<file path="src/rtl/uart_hex_cmd_rx.sv">
// uart_hex_cmd_rx
//   Host-to-board command path: 8N1 UART receiver followed by an ASCII-hex
//   line parser. It decodes "W<aaaa> <dd>\r" (write) and "R<aaaa>\r" (read)
//   into one 16-bit address / 8-bit data request. The request is handed to
//   the RC2014 bus-side logic over a valid/ready handshake.
//
//   Build option: define HEX_LOWERCASE_EN to accept 'a'-'f' as hex digits
//   and 'w'/'r' as command letters. Without it, any lowercase letter is
//   rejected with parse_err.
//
// Parameters
//   CLKS_PER_BIT  clk cycles per UART bit (default 868 = 100 MHz / 115200), >= 4
//
// Ports
//   clk        in   system clock, all logic on the rising edge
//   reset      in   synchronous active-high reset
//   uart_rx    in   asynchronous serial input, idle high, LSB first
//   cmd_valid  out  decoded command pending, held until accepted
//   cmd_ready  in   consumer accepts when cmd_valid && cmd_ready
//   cmd_write  out  1 = write ('W'), 0 = read ('R')
//   cmd_addr   out  16-bit address, first digit is [15:12]
//   cmd_data   out  8-bit data (write only, 8'h00 for read)
//   parse_err  out  1-cycle pulse, character illegal for the parser state
//   frame_err  out  1-cycle pulse, stop bit sampled low
//   overrun    out  1-cycle pulse, byte received while a command is pending
module uart_hex_cmd_rx #(
  parameter int unsigned CLKS_PER_BIT = 868
) (
  input  logic        clk,
  input  logic        reset,
  input  logic        uart_rx,
  output logic        cmd_valid,
  input  logic        cmd_ready,
  output logic        cmd_write,
  output logic [15:0] cmd_addr,
  output logic [7:0]  cmd_data,
  output logic        parse_err,
  output logic        frame_err,
  output logic        overrun
);

  localparam int unsigned CW = $clog2(CLKS_PER_BIT);
  localparam logic [CW-1:0] FULL_LAST = CW'(CLKS_PER_BIT - 1);
  localparam logic [CW-1:0] HALF_LAST = CW'(CLKS_PER_BIT / 2 - 1);

  typedef enum logic [1:0] {
    RX_IDLE,
    RX_START,
    RX_DATA,
    RX_STOP
  } rx_state_t;

  typedef enum logic [2:0] {
    P_IDLE,
    P_ADDR,
    P_SEP,
    P_DATA,
    P_EOL,
    P_HOLD
  } p_state_t;

  // ---------------------------------------------------------------------------
  // UART receiver
  // ---------------------------------------------------------------------------
  rx_state_t      rx_state;
  logic [1:0]     sync_q;
  logic           rx_prev;
  logic [CW-1:0]  bit_cnt;
  logic [2:0]     bit_idx;
  logic [7:0]     shift_q;
  logic           byte_stb;
  logic [7:0]     rx_byte;
  logic           rx_s;

  assign rx_s = sync_q[1];

  always_ff @(posedge clk) begin
    if (reset) begin
      sync_q    <= 2'b11;
      rx_prev   <= 1'b1;
      rx_state  <= RX_IDLE;
      bit_cnt   <= '0;
      bit_idx   <= '0;
      shift_q   <= '0;
      byte_stb  <= 1'b0;
      rx_byte   <= '0;
      frame_err <= 1'b0;
    end else begin
      sync_q    <= {sync_q[0], uart_rx};
      rx_prev   <= rx_s;
      byte_stb  <= 1'b0;
      frame_err <= 1'b0;
      case (rx_state)
        RX_IDLE: begin
          // Edge, not level: after a bad stop bit the line may still be low.
          if (rx_prev && !rx_s) begin
            rx_state <= RX_START;
            bit_cnt  <= '0;
          end
        end
        RX_START: begin
          if (bit_cnt == HALF_LAST) begin
            bit_cnt  <= '0;
            bit_idx  <= '0;
            rx_state <= rx_s ? RX_IDLE : RX_DATA;
          end else begin
            bit_cnt <= bit_cnt + 1'b1;
          end
        end
        RX_DATA: begin
          if (bit_cnt == FULL_LAST) begin
            bit_cnt <= '0;
            shift_q <= {rx_s, shift_q[7:1]};
            if (bit_idx == 3'd7) begin
              rx_state <= RX_STOP;
            end else begin
              bit_idx <= bit_idx + 1'b1;
            end
          end else begin
            bit_cnt <= bit_cnt + 1'b1;
          end
        end
        RX_STOP: begin
          if (bit_cnt == FULL_LAST) begin
            bit_cnt  <= '0;
            rx_state <= RX_IDLE;
            if (rx_s) begin
              byte_stb <= 1'b1;
              rx_byte  <= shift_q;
            end else begin
              frame_err <= 1'b1;
            end
          end else begin
            bit_cnt <= bit_cnt + 1'b1;
          end
        end
        default: rx_state <= RX_IDLE;
      endcase
    end
  end

  // ---------------------------------------------------------------------------
  // Character classification
  // ---------------------------------------------------------------------------
  logic       hex_ok;
  logic [3:0] hex_val;
  logic       is_w;
  logic       is_r;
  logic       is_cr;
  logic       is_lf;
  logic       is_space;

  always_comb begin
    hex_ok  = 1'b0;
    hex_val = '0;
    if (rx_byte >= 8'h30 && rx_byte <= 8'h39) begin
      hex_ok  = 1'b1;
      hex_val = rx_byte[3:0];
    end else if (rx_byte >= 8'h41 && rx_byte <= 8'h46) begin
      // 'A'..'F' have low nibble 1..6
      hex_ok  = 1'b1;
      hex_val = rx_byte[3:0] + 4'd9;
    end
`ifdef HEX_LOWERCASE_EN
    else if (rx_byte >= 8'h61 && rx_byte <= 8'h66) begin
      hex_ok  = 1'b1;
      hex_val = rx_byte[3:0] + 4'd9;
    end
`endif
  end

`ifdef HEX_LOWERCASE_EN
  assign is_w = (rx_byte == 8'h57) || (rx_byte == 8'h77);
  assign is_r = (rx_byte == 8'h52) || (rx_byte == 8'h72);
`else
  assign is_w = (rx_byte == 8'h57);
  assign is_r = (rx_byte == 8'h52);
`endif
  assign is_cr    = (rx_byte == 8'h0D);
  assign is_lf    = (rx_byte == 8'h0A);
  assign is_space = (rx_byte == 8'h20);

  // ---------------------------------------------------------------------------
  // Line parser
  // ---------------------------------------------------------------------------
  p_state_t   p_state;
  logic [1:0] digit_cnt;
  logic       char_bad;

  always_comb begin
    char_bad = 1'b0;
    case (p_state)
      P_IDLE:         char_bad = !(is_w || is_r || is_cr || is_lf);
      P_ADDR, P_DATA: char_bad = !hex_ok;
      P_SEP:          char_bad = !is_space;
      P_EOL:          char_bad = !is_cr;
      default:        char_bad = 1'b0;
    endcase
  end

  always_ff @(posedge clk) begin
    if (reset) begin
      p_state   <= P_IDLE;
      digit_cnt <= '0;
      cmd_valid <= 1'b0;
      cmd_write <= 1'b0;
      cmd_addr  <= '0;
      cmd_data  <= '0;
      parse_err <= 1'b0;
      overrun   <= 1'b0;
    end else begin
      parse_err <= 1'b0;
      overrun   <= 1'b0;
      if (p_state == P_HOLD) begin
        // Bytes arriving while a command is pending are dropped, including
        // one that lands in the accept cycle.
        if (byte_stb) begin
          overrun <= 1'b1;
        end
        if (cmd_valid && cmd_ready) begin
          cmd_valid <= 1'b0;
          p_state   <= P_IDLE;
        end
      end else if (byte_stb && char_bad) begin
        parse_err <= 1'b1;
        p_state   <= P_IDLE;
        digit_cnt <= '0;
        cmd_addr  <= '0;
        cmd_data  <= '0;
      end else if (byte_stb) begin
        case (p_state)
          P_IDLE: begin
            if (is_w || is_r) begin
              p_state   <= P_ADDR;
              cmd_write <= is_w;
              cmd_addr  <= '0;
              cmd_data  <= '0;
              digit_cnt <= '0;
            end
          end
          P_ADDR: begin
            cmd_addr <= {cmd_addr[11:0], hex_val};
            if (digit_cnt == 2'd3) begin
              digit_cnt <= '0;
              p_state   <= cmd_write ? P_SEP : P_EOL;
            end else begin
              digit_cnt <= digit_cnt + 1'b1;
            end
          end
          P_SEP: p_state <= P_DATA;
          P_DATA: begin
            cmd_data <= {cmd_data[3:0], hex_val};
            if (digit_cnt == 2'd1) begin
              digit_cnt <= '0;
              p_state   <= P_EOL;
            end else begin
              digit_cnt <= digit_cnt + 1'b1;
            end
          end
          P_EOL: begin
            p_state   <= P_HOLD;
            cmd_valid <= 1'b1;
          end
          default: p_state <= P_IDLE;
        endcase
      end
    end
  end

endmodule
</file>
<file path="config.mk">
export PLATFORM = sky130hd
export DESIGN_NAME = uart_hex_cmd_rx
export DESIGN_NICKNAME = d
export VERILOG_FILES = /design/src/rtl/uart_hex_cmd_rx.sv
export SDC_FILE = /design/constraint.sdc
export NUM_CORES = 1
export LEC_CHECK = 0
export ABC_AREA = 1
export CORE_AREA = 5 5 89 91
export CTS_CLUSTER_DIAMETER = 50
export DETAILED_ROUTE_END_ITERATION = 7
export DIE_AREA = 0 0 94 96
export PLACE_DENSITY_LB_ADDON = 0.3
export SLEW_MARGIN = 20
export SYNTH_ARGS = -nofsm -noshare
export SYNTH_HDL_FRONTEND = slang
export SYNTH_SLANG_ARGS = --single-unit
</file>
<file path="constraint.sdc">
create_clock -name clk -period 1.98 [get_ports clk]
set_clock_uncertainty 0.2 [all_clocks]
set_input_delay 0.396 -clock clk [delete_from_list [all_inputs] [get_ports clk]]
set_output_delay 0.396 -clock clk [all_outputs]
set_load 0.02 [all_outputs]
</file>
Yosys cells after proc, flatten, opt, wreduce, memory -nomap -nowiden. Index checks and enable logic that the tools add are counted.

Add/subtract/negate cells: 4. Magnitude comparators: 4. Equal/unequal tests: 30. Muxes and demuxes: 52. Bitwise logic cells: 4. Reduce and logical (&&, ||, !) cells: 38.

Operator list (count): 2-to-1 mux 16 bit (3); 2-to-1 mux 3 bit (11); one-hot mux 16 bit (2 select lines) (1); 2-to-1 mux 10 bit (3); one-hot mux 10 bit (3 select lines) (1); 2-to-1 mux 8 bit (3); 2-to-1 mux 2 bit (11); AND reduction 4 bit (5); equality test 8 x 4 -> 1 bit (second input constant) (2); equality test 8 x 7 -> 1 bit (second input constant) (2); one-hot mux 8 bit (2 select lines) (1); one-hot mux 3 bit (5 select lines) (1); AND reduction 5 bit (3); != test 2 bit (second input constant) (7); != test 4 bit (second input constant) (3); 2-to-1 mux 1 bit (11); adder 10 x 1 -> 10 bit (second input constant) (1); equality test 10 bit (second input constant) (1); equality test 10 x 9 -> 1 bit (second input constant) (1); equality test 3 bit (second input constant) (3); nonzero test 3 bit (3); equality test 8 x 6 -> 1 bit (second input constant) (1); greater-or-equal comparator 8 x 6 -> 1 bit (second input constant) (1); greater-or-equal comparator 8 x 7 -> 1 bit (second input constant) (1); 28 further kinds (52).

Register bits: 69. Bits of input ports: 4. Output and inout port bits: 29. Logic and storage cells: 149.

Logic depth before layout (Yosys ltp).
Depth in word-level cells: 9. Mapped depth: 16. Gate-level depth less buffers: 15.

Worst setup path after synthesis. OpenSTA, ideal clock, no wires.

Path kind: flip-flop to flip-flop. Start point: register rx_byte[0]. End point: register digit_cnt[0]. Library setup time: 0.113 ns. Arrival time: 1.794 ns. Required time: 1.667 ns. Setup slack: -0.126 ns. Cell stages (with the launch flop): 13. Path buffers: 0. Clock period less this slack: 2.106 ns. Cell sequence: dfxtp_1 -> inv_1 -> ha_1 -> o21ai_2 -> nand2_1 -> nand2_2 -> nand3_1 -> nand3_1 -> nand2_4 -> a21oi_1 -> nand3_1 -> nand2_1 -> nor2_1.

Longest elaborated chain between the ends: 9. Elaborated cells on any way between the ends: 27. Those cells by class: order compare (4); eq/ne (6); mux (4); reduce/logical (13).

RTL lines: start: declaration (line 72) `logic [7:0] rx_byte;`; start signal: assignment (line 129) `rx_byte <= shift_q;`; greater-or-equal comparator 8 x 7 -> 1 bit, or another cell as far along (line 159) `end else if (rx_byte >= 8'h41 && rx_byte <= 8'h46) begin`; logical AND 1 bit or logical OR 1 bit (tied branches) (line 159, 193, 233); 2-to-1 mux 1 bit or logical OR 1 bit (tied branches) (line 159, 193); 2-to-1 mux 1 bit or logical OR 1 bit (tied branches) (line 156, 193); logical NOT 1 bit (on tied branches) (line 194, 193); one-hot mux 1 bit (4 select lines) (line 192) `case (p_state)`; logical AND 1 bit (line 224) `end else if (byte_stb && char_bad) begin`; != test 3 bit (no line), or another cell as far along; AND reduction 4 bit (no line); end signal: assignment (line 247) `digit_cnt <= digit_cnt + 1'b1;`; end signal: assignment (line 257) `digit_cnt <= digit_cnt + 1'b1;`; end: declaration (line 187) `logic [1:0] digit_cnt;`.

Parallel ways exist; a longest one is shown, timed or not. A chain may end at the register's enable or synchronous reset.

Worst setup path in the final report.
Start point: register rx_byte[1]. End point: register cmd_data[5].

Longest elaborated chain between the ends: 9. Elaborated cells on any way between the ends: 27. Those cells by class: order compare (4); eq/ne (6); mux (4); reduce/logical (13).

RTL lines: greater-or-equal comparator 8 x 7 -> 1 bit, or another cell as far along (line 159); logical AND 1 bit or logical OR 1 bit (tied branches) (line 159, 193, 233); 2-to-1 mux 1 bit or logical OR 1 bit (tied branches) (line 159, 193); 2-to-1 mux 1 bit or logical OR 1 bit (tied branches) (line 156, 193); logical NOT 1 bit (on tied branches) (line 194, 193); one-hot mux 1 bit (4 select lines) (line 192); logical AND 1 bit (line 224); != test 3 bit (no line), or another cell as far along; AND reduction 4 bit (no line); end signal: assignment (line 252) `cmd_data <= {cmd_data[3:0], hex_val};`; end: declaration (line 36) `output logic [7:0] cmd_data,`.

Parallel ways exist; a longest one is shown, timed or not.

==> impl_metrics.yaml <==
yosys:
  synthTopCellsByCount: "117 x nor2_1, 111 x nand2_1, 71 x inv_1"
  syn_area_um2: 3543
  synth-adder-area-share: 0.04237
  netlist.area_leader.share: 0.3898
  yosysSeqAreaShare: 0.3898
  synth_compound_area_frac: 0.1208
  synth_edf_count: 0
  synth_cells: 533
  yosys_warnings: 0
  synth-seq-cells: 69
  ys_types: 34
  yosys.area.top_type: "dfxtp_1"
  synth_mux_area_frac: 0
  syn_nets: 549
  avgSynthCellArea_um2: 6.648
  synth_most_common_cell: "nor2_1"
  yosys.area_share.simple: 0.3415
  async_flop_share: 0
  synth_top_family_by_area: "simple AND/OR/NAND/NOR gates"
  synth_flop_cell: "dfxtp_1"
  synth_xor_area_frac: 0.002472
  synthTopCellsByArea: "dfxtp_1 39%, nor2_1 12%, nand2_1 12%, inv_1 7.5%, o21ai_0 4.4%"
setup_path:
  ff2ff_path_depth: 14
  arrival_ns: 2.26
  start_kind: "flop"
  worstPathMaxFanout: 7
  r2r_end: "cmd_data[5]$_SDFFE_PP0P_"
  crit_required_ns: 2.06
  crit_path_end_kind: "flop"
  rrSetupSlack_ns: -0.19
  crit_type: "flop to flop"
  r2r-start: "rx_byte[1]$_SDFFE_PP0P_"
floorplan:
  start_util: 0.5019
  fp.dieW_um: 94
  core_area_um2: 7059
  chipHeight_um: 96
  dieArea_um2: 9024
  rows: 31
  ios: 33
min_path:
  hold_path_class: "flop to flop"
  worstHoldStart: "sync_q[0]$_SDFF_PP1_"
  hold_depth: 1
  min_to: "sync_q[1]$_SDFF_PP1_"
outcome:
  status: "finished, violations left"
  violations: "negative setup slack"
cts:
  clk_latency_ns: 0.34
  cts_tree: "yes"
  clockRootBuffer: "clkbuf_8"
  clock_sinks: 69
  cts.clk_slew.worst_paths_ns: 0.08
  cts.path.max_buffers: 2
  holdBufCountCts: 0
  ctsHtreeMaxLevel: 3
  cts_buffers: 9
cells_and_area:
  seqCellArea_um2: 1398
  area_growth_pct: 37.57
  fillers: 578
  instances_no_fill: 718
  antenna_cells: 0
  drive_above_1_share: 0.2197
  final_util: 0.6905
  multi_input_area_um2: 2087
  nets: 630
routing:
  viasPerCell: 5.061
  drc: 0
  drt-initial-drc-count: 301
  antenna_left: 0
  wirelength_mm: 9.163
  dr.pass1.iters: 5
  vias: 3634
  routedWlPerCell_um: 12.76
placed_design:
  dpl.hpwl_mm: 5.798
  numPortBuffers: 32
  dpl.cell_count: 688
  gp_congestion: 0.8888
timing:
  period_share: 1.098
  setup_viol: 29
  rsz0062_at_grt: "yes"
  finalCriticalPeriod_ns: 2.175
  hold_violations: 0
  setup_slack_ns: -0.1949
  maxSlewHeadroom: 0.6814
  drv_slew: 0
  fmax_mhz: 459.8
  worstMarginPinSlew_ns: 0.4774
global_routing:
  grt_antenna_before_repair: 0
  grt_max_degree: 47
  grt_pass1_wl_mm: 14.21
  grt.total_usage: 0.1975
  grt_pass1_vias: 3310
  grt_overflow_total: 0
power_and_ir_drop:
  power_mw: 2.999
  cellPowerDensity_nw_per_um2: 615.3
  peakVddDrop_v: 0.0006361
  leakage_nw: 2.098
flow_run:
  drv_cap: 0
==> per-stage QoR <==
| step | setup WS, ns | cell area, µm² | hold slack [ns] | setup TNS, ns |
|---|---|---|---|---|
| after CTS | -0.1259 | 4609 | 0.2284 | -2.781 |
| after global placement | -0.1226 | 4229 | 0.1953 | -2.687 |
| after global routing | -0.3161 | 4875 | 0.2390 | -8.849 |
| final | -0.1949 | 4875 | 0.2212 | -3.871 |
| after floorplan | 0.02256 | 3555 | 0.1895 | 0 |
| after detailed placement | -0.2767 | 4229 | 0.2083 | -6.314 |
==> cells by family (layout without fill, tap and decap cells) <==
logic type | count (synthesis) | after routing
compound gates | 75 | 75
xor+xnor | 1 | 1
fa+ha+maj | 12 | 12
buf+inv | 91 | 172
flops | 69 | 69
simple gates | 285 | 290
==> critical path: stages, from the launching register on <==
cell	delay (ns)
dfxtp_4	0.37
inv_6	0.07
ha_4	0.14
inv_2	0.04
nand2_1	0.05
nor2_1	0.03
nor2_1	0.09
nand3_1	0.12
nand3_1	0.12
nand3_2	0.15
nand2_4	0.17
clkinvlp_4	0.21
nor2_2	0.15
o21ai_1	0.08
nor2_1	0.12
==> worst max-delay path by stage <==
stage	from	end	slack [ns]	depth (start not counted)
2_1_floorplan	rx_byte[0]$_SDFFE_PP0P_	cmd_addr[0]$_SDFFE_PP0P_	0.02	13
3_3_place_gp	rx_byte[0]$_SDFFE_PP0P_	cmd_data[0]$_SDFFE_PP0P_	-0.12	14
3_5_place_dp	rx_byte[1]$_SDFFE_PP0P_	cmd_data[5]$_SDFFE_PP0P_	-0.28	15
4_1_cts	rx_byte[1]$_SDFFE_PP0P_	cmd_addr[12]$_SDFFE_PP0P_	-0.13	15
5_1_grt	rx_byte[1]$_SDFFE_PP0P_	cmd_data[7]$_SDFFE_PP0P_	-0.32	14
6_report	rx_byte[1]$_SDFFE_PP0P_	cmd_data[5]$_SDFFE_PP0P_	-0.19	14
==> registers in the layout, summed over array words and instances, names as in the netlist, 2 cells and up, named ones only <==
register   cells
cmd_addr      16
sync_q         2
bit_idx        3
digit_cnt      2
p_state        3
shift_q        8
cmd_data       8
rx_byte        8
bit_cnt       10
==> repair_timing <==
item | 4_1_cts | 5_1_grt
buffers inserted | 1 | 8
gates resized for setup | 25 | 57
setup endpoints to repair | 46 | 65
pin swaps | 4 | 27
cloned | 4 | 2
==> power by group <==
group	total [mW]	internal (mW)	leakage, nW	switching (mW)
Sequential	1.41	1.40	0.561	0.00943
Clock	1.45	0.877	0.120	0.570
Combinational	0.147	0.0547	1.42	0.0923
==> placed cells by master (no fill, tap or decap), drive strengths merged, types with 12 or more instances in the layout <==
master           n
nor2           120
o21ai           33
clkdlybuf4s50   27
buf             46
nand2          118
nand3           35
ha              12
a21oi           23
inv             77
dfxtp           69
==> per-layer routing <==
layer	vias to the layer above	wire length, µm	global-route usage
met4	0	226	0.08303
met1	1636	3832	0.2286
met5	-	0	0
met2	124	4628	0.3495
li1	1850	-	-
met3	24	476	0.04613
==> layout make-up <==
cell class                 count  share of cell area
timing repair buffer          78              0.1460
tap                           99             0.02541
clock buffer                  11             0.02900
multi-input combinational    378              0.4281
inverter                      78             0.06288
clock inverter                 5             0.02182
sequential                    69              0.2867
Note: power is estimated with default switching activity, not from simulation.
